==> src/rtl/ps2_key_decoder.sv <==
// Turns PS/2 set-2 make/break byte sequences (E0/F0 prefixes) into one-cycle game commands.
// Latency: CMD/CMD_VALID and SEQ_ERR are registered, one cycle after the final KEY_VALID.
// No backpressure: one byte per cycle is accepted; define KEY_REPEAT_EN to pass typematic repeats.
module ps2_key_decoder #(
    parameter int TIMEOUT_CYCLES = 80000,
    parameter int CNT_W          = 17
) (
    input  logic       CLK,
    input  logic       RESET,
    input  logic [7:0] KEY_VALUE,
    input  logic       KEY_VALID,
    output logic [2:0] CMD,
    output logic       CMD_VALID,
    output logic       HELD,
    output logic       SEQ_ERR
);

    typedef enum logic [1:0] {
        S_IDLE    = 2'd0,
        S_EXT     = 2'd1,
        S_BRK     = 2'd2,
        S_EXT_BRK = 2'd3
    } state_t;

    localparam logic [7:0]       BYTE_EXT = 8'hE0;
    localparam logic [7:0]       BYTE_BRK = 8'hF0;
    localparam logic [CNT_W-1:0] CNT_LAST = CNT_W'(TIMEOUT_CYCLES - 1);
    localparam logic [CNT_W-1:0] CNT_ONE  = CNT_W'(1);

    state_t           state_q;
    logic [CNT_W-1:0] cnt_q;
    logic [2:0]       cmd_q;
    logic [2:0]       held_q;
    logic             cmd_vld_q;
    logic             seq_err_q;

    logic [2:0] key_cmd;
    logic       is_prefix;
    logic       is_make;
    logic       is_break;
    logic       fire;
    logic       expired;

    // Same key map with or without the E0 prefix; 0 means unmapped.
    function automatic logic [2:0] map_code(input logic [7:0] b);
        logic [2:0] c;
        case (b)
            8'h75:   c = 3'd1;
            8'h72:   c = 3'd2;
            8'h6B:   c = 3'd3;
            8'h74:   c = 3'd4;
            8'h5A:   c = 3'd5;
            8'h29:   c = 3'd5;
            8'h76:   c = 3'd6;
            default: c = 3'd0;
        endcase
        return c;
    endfunction

    assign key_cmd   = map_code(KEY_VALUE);
    assign is_prefix = (KEY_VALUE == BYTE_EXT) || (KEY_VALUE == BYTE_BRK);
    // Inside a break state any byte, even E0/F0, is the released key code.
    assign is_break  = KEY_VALID && ((state_q == S_BRK) || (state_q == S_EXT_BRK));
    assign is_make   = KEY_VALID && !is_prefix && ((state_q == S_IDLE) || (state_q == S_EXT));
    // A byte arriving on the expiry cycle wins, so expiry requires no strobe.
    assign expired   = !KEY_VALID && (state_q != S_IDLE) && (cnt_q == CNT_LAST);

`ifdef KEY_REPEAT_EN
    assign fire = (key_cmd != 3'd0);
`else
    assign fire = (key_cmd != 3'd0) && (key_cmd != held_q);
`endif

    // Prefix FSM, timeout counter, held-key tracking and registered command outputs.
    always_ff @(posedge CLK or negedge RESET) begin
        if (!RESET) begin
            state_q   <= S_IDLE;
            cnt_q     <= '0;
            cmd_q     <= 3'd0;
            held_q    <= 3'd0;
            cmd_vld_q <= 1'b0;
            seq_err_q <= 1'b0;
        end else begin
            cmd_vld_q <= 1'b0;
            seq_err_q <= 1'b0;

            if (is_make && (key_cmd != 3'd0)) begin
                held_q <= key_cmd;
                if (fire) begin
                    cmd_q     <= key_cmd;
                    cmd_vld_q <= 1'b1;
                end
            end

            if (is_break && (key_cmd != 3'd0) && (key_cmd == held_q)) begin
                held_q <= 3'd0;
            end

            case (state_q)
                S_IDLE: begin
                    cnt_q <= '0;
                    if (KEY_VALID && (KEY_VALUE == BYTE_EXT)) begin
                        state_q <= S_EXT;
                    end else if (KEY_VALID && (KEY_VALUE == BYTE_BRK)) begin
                        state_q <= S_BRK;
                    end
                end
                S_EXT: begin
                    if (KEY_VALID) begin
                        cnt_q <= '0;
                        if (KEY_VALUE == BYTE_BRK) begin
                            state_q <= S_EXT_BRK;
                        end else if (KEY_VALUE != BYTE_EXT) begin
                            state_q <= S_IDLE;
                        end
                    end else if (expired) begin
                        cnt_q     <= '0;
                        state_q   <= S_IDLE;
                        seq_err_q <= 1'b1;
                    end else begin
                        cnt_q <= cnt_q + CNT_ONE;
                    end
                end
                S_BRK, S_EXT_BRK: begin
                    if (KEY_VALID) begin
                        cnt_q   <= '0;
                        state_q <= S_IDLE;
                    end else if (expired) begin
                        cnt_q     <= '0;
                        state_q   <= S_IDLE;
                        seq_err_q <= 1'b1;
                    end else begin
                        cnt_q <= cnt_q + CNT_ONE;
                    end
                end
            endcase
        end
    end

    assign CMD       = cmd_q;
    assign CMD_VALID = cmd_vld_q;
    assign HELD      = (held_q != 3'd0);
    assign SEQ_ERR   = seq_err_q;

endmodule
==> config.mk <==
export PLATFORM = sky130hd
export DESIGN_NAME = ps2_key_decoder
export DESIGN_NICKNAME = d
export VERILOG_FILES = /design/src/rtl/ps2_key_decoder.sv
export SDC_FILE = /design/constraint.sdc
export NUM_CORES = 1
export LEC_CHECK = 0
export BUFFER_PORTS_ARGS = -buffer_cell sky130_fd_sc_hd__buf_2
export CAP_MARGIN = 20
export CELL_PAD_IN_SITES_DETAIL_PLACEMENT = 0
export CELL_PAD_IN_SITES_GLOBAL_PLACEMENT = 1
export CORE_MARGIN = 4
export CORE_UTILIZATION = 44
export CTS_CLUSTER_SIZE = 12
export DETAILED_ROUTE_END_ITERATION = 16
export PLACE_DENSITY_LB_ADDON = 0.05
export SLEW_MARGIN = 20
export SYNTH_ARGS = -nofsm -noshare
export SYNTH_HDL_FRONTEND = slang
export SYNTH_SLANG_ARGS = --single-unit
==> constraint.sdc <==
create_clock -name CLK -period 2.4 [get_ports CLK]
set_input_delay 0.48 -clock CLK [delete_from_list [all_inputs] [get_ports CLK]]
set_output_delay 0.48 -clock CLK [all_outputs]
set_load 0.005 [all_outputs]
==> results of run 1 <==
## cells by family (layout without fill, tap and decap cells)
kind of cell    Yosys count  after routing
simple gates             78             78
xor+xnor                 18             18
fa+ha+maj                 1              1
buf+inv                  10             32
flops                    27             27
mux                       3              3
compound gates           21             21
## flip-flops by register name, summed over array words and instances (netlist names)
register,count
cnt_q,17
CMD,3
held_q,3
state_q,2
CMD_VALID,1
SEQ_ERR,1
## power by group
group | internal [mW] | switching [mW]
Clock | 0.0649 | 0.124
Combinational | 0.0780 | 0.0862
Sequential | 0.480 | 0.0172
Total | 0.623 | 0.227
## cell type report
| class | instances | area (um2) |
|---|---|---|
| clock buffers | 4 | 26.28 |
| fillers | 318 | 1481 |
| inverters | 8 | 30.03 |
| multi-input cells | 121 | 774.5 |
| flip-flops and latches | 27 | 675.6 |
| well taps | 44 | 55.05 |
| repair buffers | 20 | 110.1 |
## routing by layer
layer / share of wire / track usage
met1: 0.49 / 0.2006
met2: 0.46 / 0.2379
met3: 0.043 / 0.02721
met4: 0.0074 / 0.04822
met5: 0 / 0
## synthesized netlist by cell type, drive strengths merged (2+ instances only)
| master | instances | area share |
|---|---|---|
| nor2 | 32 | 0.081 |
| dfrtp | 27 | 0.45 |
| nand2 | 10 | 0.025 |
| xnor2 | 9 | 0.053 |
| xor2 | 9 | 0.053 |
| inv | 8 | 0.020 |
| nand3 | 7 | 0.024 |
| a21oi | 4 | 0.024 |
| nand4 | 4 | 0.017 |
| nor3 | 4 | 0.013 |
| o21ai | 4 | 0.013 |
| a41oi | 3 | 0.018 |
| and3 | 3 | 0.016 |
| and3b | 3 | 0.018 |
| clkbuf | 2 | 0.0050 |
| mux2i | 2 | 0.013 |
| nand2b | 2 | 0.0084 |
| nor4b | 2 | 0.012 |
| o21a | 2 | 0.010 |
| or2 | 2 | 0.0084 |
| or3 | 2 | 0.012 |
## per-stage QoR
step           power, mW  hold slack, ps
2_1_floorplan     0.6084           184.4
3_3_place_gp      0.6670           478.6
3_5_place_dp      0.6716           482.1
4_1_cts           0.8638           159.9
5_1_grt           0.9058           174.2
6_report          0.8507           146.4
## worst paths after layout
check,to,depth (start not counted)
max reg2reg,cnt_q[3],8
max,CMD[0],8
min in group CLK,held_q[1],2
min,cnt_q[1],1
max in group asynchronous,cnt_q[14],1
min reg2reg,cnt_q[0],1
==> metrics.txt, run 1 <==
status=completed; Lkg Pwr=0.7205 nW; worst vdd ir=0.2156 mV; vias per cell=5.335; Root Buffer=clkbuf_4; Final Hold Fails=0; fmax=510.0 MHz; largest family of logic cells by synthesized area=simple AND/OR/NAND/NOR gates; total core area=3153 um2; Compound-Gate Fraction of Synth Area=0.1144; gp weighted congestion=0.9043; Placement Cell Area=1645 um2; Sum Neg Setup Slack=0 ps; crit path time final=1961 ps; htree depth=1; crit path buf inv count=1; ANT nets after route=0; ANT cells=0; Yosys reg bits=27; kind of critical path=in -> reg; Cells after Synth=158; worst hold path type=in -> async; total track usage=0.1484; post-synthesis mux area share=0.02355; syn_nets=170; I/O Pins=17; CTS resizes=0; CP max FO=6; Synth Area in Adders=0.008410; synth warn=0; dpl hpwl=2188 um; # rows=20; slowest stage delay, CP=340 ps; vias=1195; Die Wd=66.15 um; Nets=193; Mean Syn Cell Area=9.416 um2; commonest cells after routing, fill and taps aside=nor2_1 (32), dfrtp_1 (27), buf_2 (16), nand2_1 (10); Die Area=4375 um2; vias in the first global route=1160; post-route setup slack=439.4 ps; unrepaired setup endpoints after global routing=no; Arr. time, crit path=2180 ps; reg2reg start=cnt_q[0]; Final Non-Filler Cells=224; Starting Density=0.4718; CTS clock-pin slew for the worst setup and hold paths=130 ps; die height=66.15 um; worst skew pair latency=310 ps; clock buffer depth=2; Slew Limit Fails=0; most common cell after layout, fill and taps aside=nor2_1; ys async rst share=1.000; aggregate global routing overflow=0; Post-CTS Hold Buffers=0; CTS sink cnt=27; CP max-delay cell=or3_4; Cells after DPL=220; Seq/Total Area, Yosys=0.4542; ys flop type=dfrtp_1; startpoint types=input pin; Synth cell types=42; DR pass1 iterations=4; simple-gate portion of the synthesized area=0.2683; Least-Margin Pin Slew=588.4 ps; first-pass GRT wire length=5050 um; Post-Synth XOR/XNOR Area=0.1060; cell area power density=508.9 nW/um2; cts bufs inserted=3; clk_skew=2.190 ps; Max-Cap Viols=0; CTS tree=done; initial antenna violation count=0; crit-path cells=buf_2, and3b_1, and3_4, o21a_1, or3_4, a21oi_4, a21oi_2, mux2_4; register-to-register setup slack=620 ps; Synth-to-Final Area Change=12.36%; utilization after layout=0.5302; WL/cell=12.66 um; Final setup viols=0; DRT Wirelength=2835 um; IO Port Bufs=16; post-CTS setup buffers=0; final worst path period share=0.8169; layout cell share with drive strength beyond 1=0.1778; Rel. slew slack=0.6077; Post-synth EDFFs=0; Critical path origin=KEY_VALUE[7]; post-route cell area=1672 um2; DRT iter0 DRCs=36; CP top delay family=simple AND/OR/NAND/NOR gates; Setup WS pre-CTS=97.91 ps; largest net degree at the start of global routing=28; DRC=0; Mapped Area=1488 um2; WP data required=2620 ps; Worst setup EP type=flop
(Power assumes the default switching activity.)
==> run 2: changes to the inputs <==
- clock period: 2.4 -> 1.9 ns (I/O delays scaled with it)
==> run 2 against run 1 <==
Against the previous run: non-clock buffer count increased by 22; worst hold slack got worse by 120 ps; die area unchanged.
==> metrics.txt, run 2 (synthesized netlist as in run 1, its figures left out) <==
status=completed; ANT nets after route=0 (unchanged); dpl hpwl=2488 um (+14%); slowest stage delay, CP=340 ps (about the same); # fillers=293 (-7.9%); Lkg Pwr=0.8346 nW (+16%); Final Non-Filler Cells=246 (+9.8%); worst hold path type=in -> async; cts bufs inserted=3 (unchanged); max reg flops=17 (unchanged); Final Hold Fails=0 (unchanged); Root Buffer=clkbuf_4; ANT cells=0 (unchanged); DR pass1 iterations=4 (unchanged); worst r2r path cells=8 (unchanged); CP top delay family=simple AND/OR/NAND/NOR gates; # rows=20 (unchanged); most common cell after layout, fill and taps aside=nor2_1; Sum Neg Setup Slack=0 ps (unchanged); worst vdd ir=0.2517 mV (+17%); CTS tree=done; gp weighted congestion=0.8353 (-7.6%); CP max-delay cell=or3_4; final worst path period share=0.9132; first-pass GRT wire length=5713 um (+13%); kind of critical path=in -> reg; fmax=576.4 MHz; Synth-to-Final Area Change=24.47%; commonest cells after routing, fill and taps aside=nor2_1 (31), dfrtp_1 (27), buf_4 (25), buf_2 (16), nand2_1 (10); cell area power density=602.4 nW/um2 (+18%); unrepaired setup endpoints after global routing=no; Arr. time, crit path=1950 ps (-230 ps); Slew Limit Fails=0 (unchanged); DRT Wirelength=3080 um (+8.6%); Die Wd=66.15 um (unchanged); worst skew pair latency=320 ps (about the same); layout cell share with drive strength beyond 1=0.2723 (+0.09450); CTS clock-pin slew for the worst setup and hold paths=150 ps (+20 ps); total power=1.115 mW (+31%); I/O Pins=17 (unchanged); vias in the first global route=1312 (+13%); CP max FO=5 (-1); vias=1251 (+4.7%); die height=66.15 um (unchanged); vias per cell=5.085 (-4.7%); WP data required=2110 ps (-510 ps); Final setup viols=0 (unchanged); Final Hold Slack=23.52 ps (-122.9 ps); Least-Margin Pin Slew=580.2 ps (-8.222 ps); crit path buf inv count=1 (unchanged); DRT iter0 DRCs=47 (+31%); aggregate global routing overflow=0 (unchanged); Worst setup EP type=flop; Cells after DPL=241 (+9.5%); Max-Cap Viols=0 (unchanged); total core area=3153 um2 (unchanged); IO Port Bufs=16 (unchanged); Top reg by flops=cnt_q; clock buffer depth=2 (unchanged); clk_skew=16.03 ps (+13.84 ps); crit path time final=1735 ps; crit-path cells=buf_2, and3b_1, and3_4, o21a_1, or3_4, a21oi_4, a21oi_2, mux2_4; Rel. slew slack=0.6132 (+0.005481); initial antenna violation count=0 (unchanged); DRC=0 (unchanged); WP depth=8 (unchanged); Starting Density=0.4718 (unchanged); Setup WS pre-CTS=-170.0 ps (-267.9 ps); largest net degree at the start of global routing=28 (unchanged); CTS sink cnt=27 (unchanged); total track usage=0.1663 (+0.01790); Nets=215 (+11%); WL/cell=12.52 um (-1.1%); htree depth=1 (unchanged); startpoint types=input pin; post-route setup slack=165.0 ps (-274.4 ps); Die Area=4375 um2 (unchanged)
-- run 2: cell count changes in the layout (fill, tap and decap cells not counted), sizes merged --
cell	change
buf	+22
-- run 2: cell type report --
class                           instances  area, um2  share of cell area
Multi-Input combinational cell        121      777.0              0.4196
Sequential cell                        27      675.6              0.3649
Timing Repair Buffer                   42      287.8              0.1554
Tap cell                               44      55.05             0.02973
Inverter                                8      30.03             0.01622
Clock buffer                            4      26.28             0.01419
-- run 2: what timing repair did --
action                                  4_1_cts  5_1_grt
gates resized for setup                       0        1
endpoints found under the setup margin        0       16
setup buffers                                 0        1
hold buffers                                  0        0
-- run 2: report_power, final --
part | leakage, nW | internal (mW) | switching, mW | total [mW]
sequential | 0.369 | 0.607 | 0.0220 | 0.629
clock | 0.0150 | 0.0821 | 0.166 | 0.248
combinational | 0.451 | 0.126 | 0.113 | 0.238
-- run 2: final timing paths --
kind	slack [ps]	end	from
setup / recovery	160	CMD[0]	KEY_VALUE[6]
hold / removal	20	cnt_q[0]	RESET
setup reg to reg	160	cnt_q[2]	cnt_q[1]
hold reg to reg	470	cnt_q[0]	cnt_q[0]
max in group asynchronous	1480	held_q[1]	RESET
min in group CLK	360	state_q[0]	KEY_VALID
-- run 2: stage by stage --
stage,instance area [um2],utilization
2_1_floorplan,1488,-
3_3_place_gp,1815,0.5758
3_5_place_dp,1815,0.5758
4_1_cts,1842,0.5841
5_1_grt,1852,0.5873
6_report,1852,0.5873
-- run 2: metal layers --
layer / up-vias / routed length (um) / track usage
met3: 2 / 90 / 0.02721
met5: - / 0 / 0
met2: 14 / 1455 / 0.2776
met1: 600 / 1515 / 0.2210
li1: 635 / - / -
met4: 0 / 19 / 0.04569
==> run 3: changes to the inputs <==
- CTS_BUF_LIST: unset -> sky130_fd_sc_hd__clkbuf_16
- PLACE_DENSITY: unset -> 0.85
- PLACE_DENSITY_LB_ADDON: 0.05 -> unset
- TNS_END_PERCENT: unset -> 30
==> run 3 against run 2 <==
Against the previous run: sequential power hardly changed; worst hold slack better by 90 ps; register-to-register slack better by 30 ps; largest cell class unchanged; highest routed layer unchanged.
==> metrics.txt, run 3 (synthesized netlist as in run 1, its figures left out) <==
reg2reg start=cnt_q[0]; Final setup viols=0 (unchanged); aggregate global routing overflow=0 (unchanged); WL/cell=12.24 um (-2.2%); slowest stage delay, CP=340 ps (about the same); most common cell after layout, fill and taps aside=nor2_1; Top reg by flops=cnt_q; crit path buf inv count=1 (unchanged); DR pass1 iterations=4 (unchanged); first-pass GRT wire length=5333 um (-6.7%); CP max FO=4 (-1); Synth-to-Final Area Change=26.07%; Arr. time, crit path=1950 ps (about the same); ANT cells=0 (unchanged); Worst setup EP type=flop; htree depth=1 (unchanged); CTS sink cnt=27 (unchanged); unrepaired setup endpoints after global routing=no; Slew Limit Fails=0 (unchanged); Sequential Area=675.6 um2 (unchanged); Root Buffer=clkbuf_16; # rows=20 (unchanged); total core area=3153 um2 (unchanged); gp weighted congestion=0.9380 (+12%); fmax=554.0 MHz (-3.9%); Nets=210 (-2.3%); DRT iter0 DRCs=88 (+87%); cts bufs inserted=3 (unchanged); dpl hpwl=2333 um (-6.2%); Starting Density=0.4718 (unchanged); # fillers=280 (-4.4%); vias=1222 (-2.3%); crit path time final=1805 ps (+69.90 ps); vias in the first global route=1220 (-7.0%); Die Area=4375 um2 (unchanged); CP endpoint=CMD[0]; Final Hold Slack=113.9 ps (+90.40 ps); Post-CTS Hold Buffers=0 (unchanged); status=completed; crit-path cells=buf_2, and3b_1, and3_4, o21a_1, or3_4, a21oi_4, a21oi_2, mux2_4; Least-Margin Pin Slew=585.8 ps (+5.584 ps); die height=66.15 um (unchanged); kind of critical path=in -> reg; final worst path period share=0.9500 (+0.03679); Critical path origin=KEY_VALUE[4]; worst vdd ir=0.5407 mV (+110%); register-to-register setup slack=190 ps (+30 ps); Placement Cell Area=1785 um2 (-1.7%); WP depth=8 (unchanged); Multi-input gate area=784.5 um2 (+0.97%); worst skew pair latency=260 ps (-60 ps); ANT nets after route=0 (unchanged); IO Port Bufs=16 (unchanged); worst r2r path cells=8 (unchanged); layout cell share with drive strength beyond 1=0.2690 (-0.003242); post-CTS setup buffers=0 (unchanged); DRT Wirelength=2951 um (-4.2%); commonest cells after routing, fill and taps aside=nor2_1 (30), dfrtp_1 (27), buf_4 (20), buf_2 (16), nand2_1 (10); initial antenna violation count=0 (unchanged); total track usage=0.1595 (-0.006781); Max-Cap Viols=0 (unchanged); CP max-delay cell=or3_4; CP top delay family=simple AND/OR/NAND/NOR gates; largest net degree at the start of global routing=28 (unchanged); Lkg Pwr=0.8345 nW (about the same); cell area power density=714.7 nW/um2 (+19%); reg-to-reg critical path endpoint=cnt_q[13]; Final Hold Fails=0 (unchanged); max reg flops=17 (unchanged); clk_skew=2.835 ps (-13.20 ps); worst hold path type=in -> async; post-route cell area=1876 um2 (+1.3%); vias per cell=5.071 (-0.29%); startpoint types=input pin; Die Wd=66.15 um (unchanged); DRC=0 (unchanged); I/O Pins=17 (unchanged); Rel. slew slack=0.6095 (-0.003723); clock buffer depth=2 (unchanged); CTS tree=done; WP data required=2050 ps (-60 ps); CTS clock-pin slew for the worst setup and hold paths=70 ps (-80 ps)
==> run 3: power breakdown <==
part	switching [mW]	total, mW	internal [mW]
Combinational	0.114	0.236	0.122
Sequential	0.0199	0.627	0.607
Clock	0.193	0.477	0.284
Total	0.327	1.34	1.01
==> run 3: worst min path at each step <==
| stage | from | to | slack, ps | cells past startpoint |
|---|---|---|---|---|
| floorplan | RESET | CMD[0] | 80 | 0 |
| global placement | RESET | cnt_q[3] | 410 | 1 |
| detailed placement | RESET | cnt_q[2] | 420 | 1 |
| CTS | RESET | cnt_q[2] | 140 | 1 |
| global route | RESET | cnt_q[2] | 170 | 1 |
| finish | RESET | cnt_q[2] | 110 | 1 |
==> run 3: cell type report <==
type	count	share of cell area
clock buffer	3	0.04003
multi-input combinational	121	0.4183
timing repair buffer	37	0.1334
inverter	8	0.01601
sequential	27	0.3602
tap	44	0.02935
clock inverter	1	0.002668
==> run 3: what timing repair did <==
action,in CTS,in global routing
endpoints found under the hold margin,0,0
endpoints found under the setup margin,0,8
resized for setup,0,3
==> run 3: metrics by stage <==
stage                     TNS, ps  std cells  total power, mW    util  worst slack [ps]
after floorplan            -33.19        158           0.7669       -            -33.19
after global placement     -570.2        237           0.8664  0.5663            -145.3
after detailed placement   -788.6        237           0.8765  0.5663            -180.4
after CTS                       0        241            1.360  0.5917             98.26
after global routing            0        241            1.416  0.5948             22.14
final                           0        241            1.340  0.5948             95.05
==> run 3: layer usage <==
metal  GRT usage  wire [um]  vias up
met5           0          0        -
met4     0.06345         42        0
met3     0.03741        112        4
met2      0.2714       1478       16
met1      0.1923       1318      576
li1            -          -      626
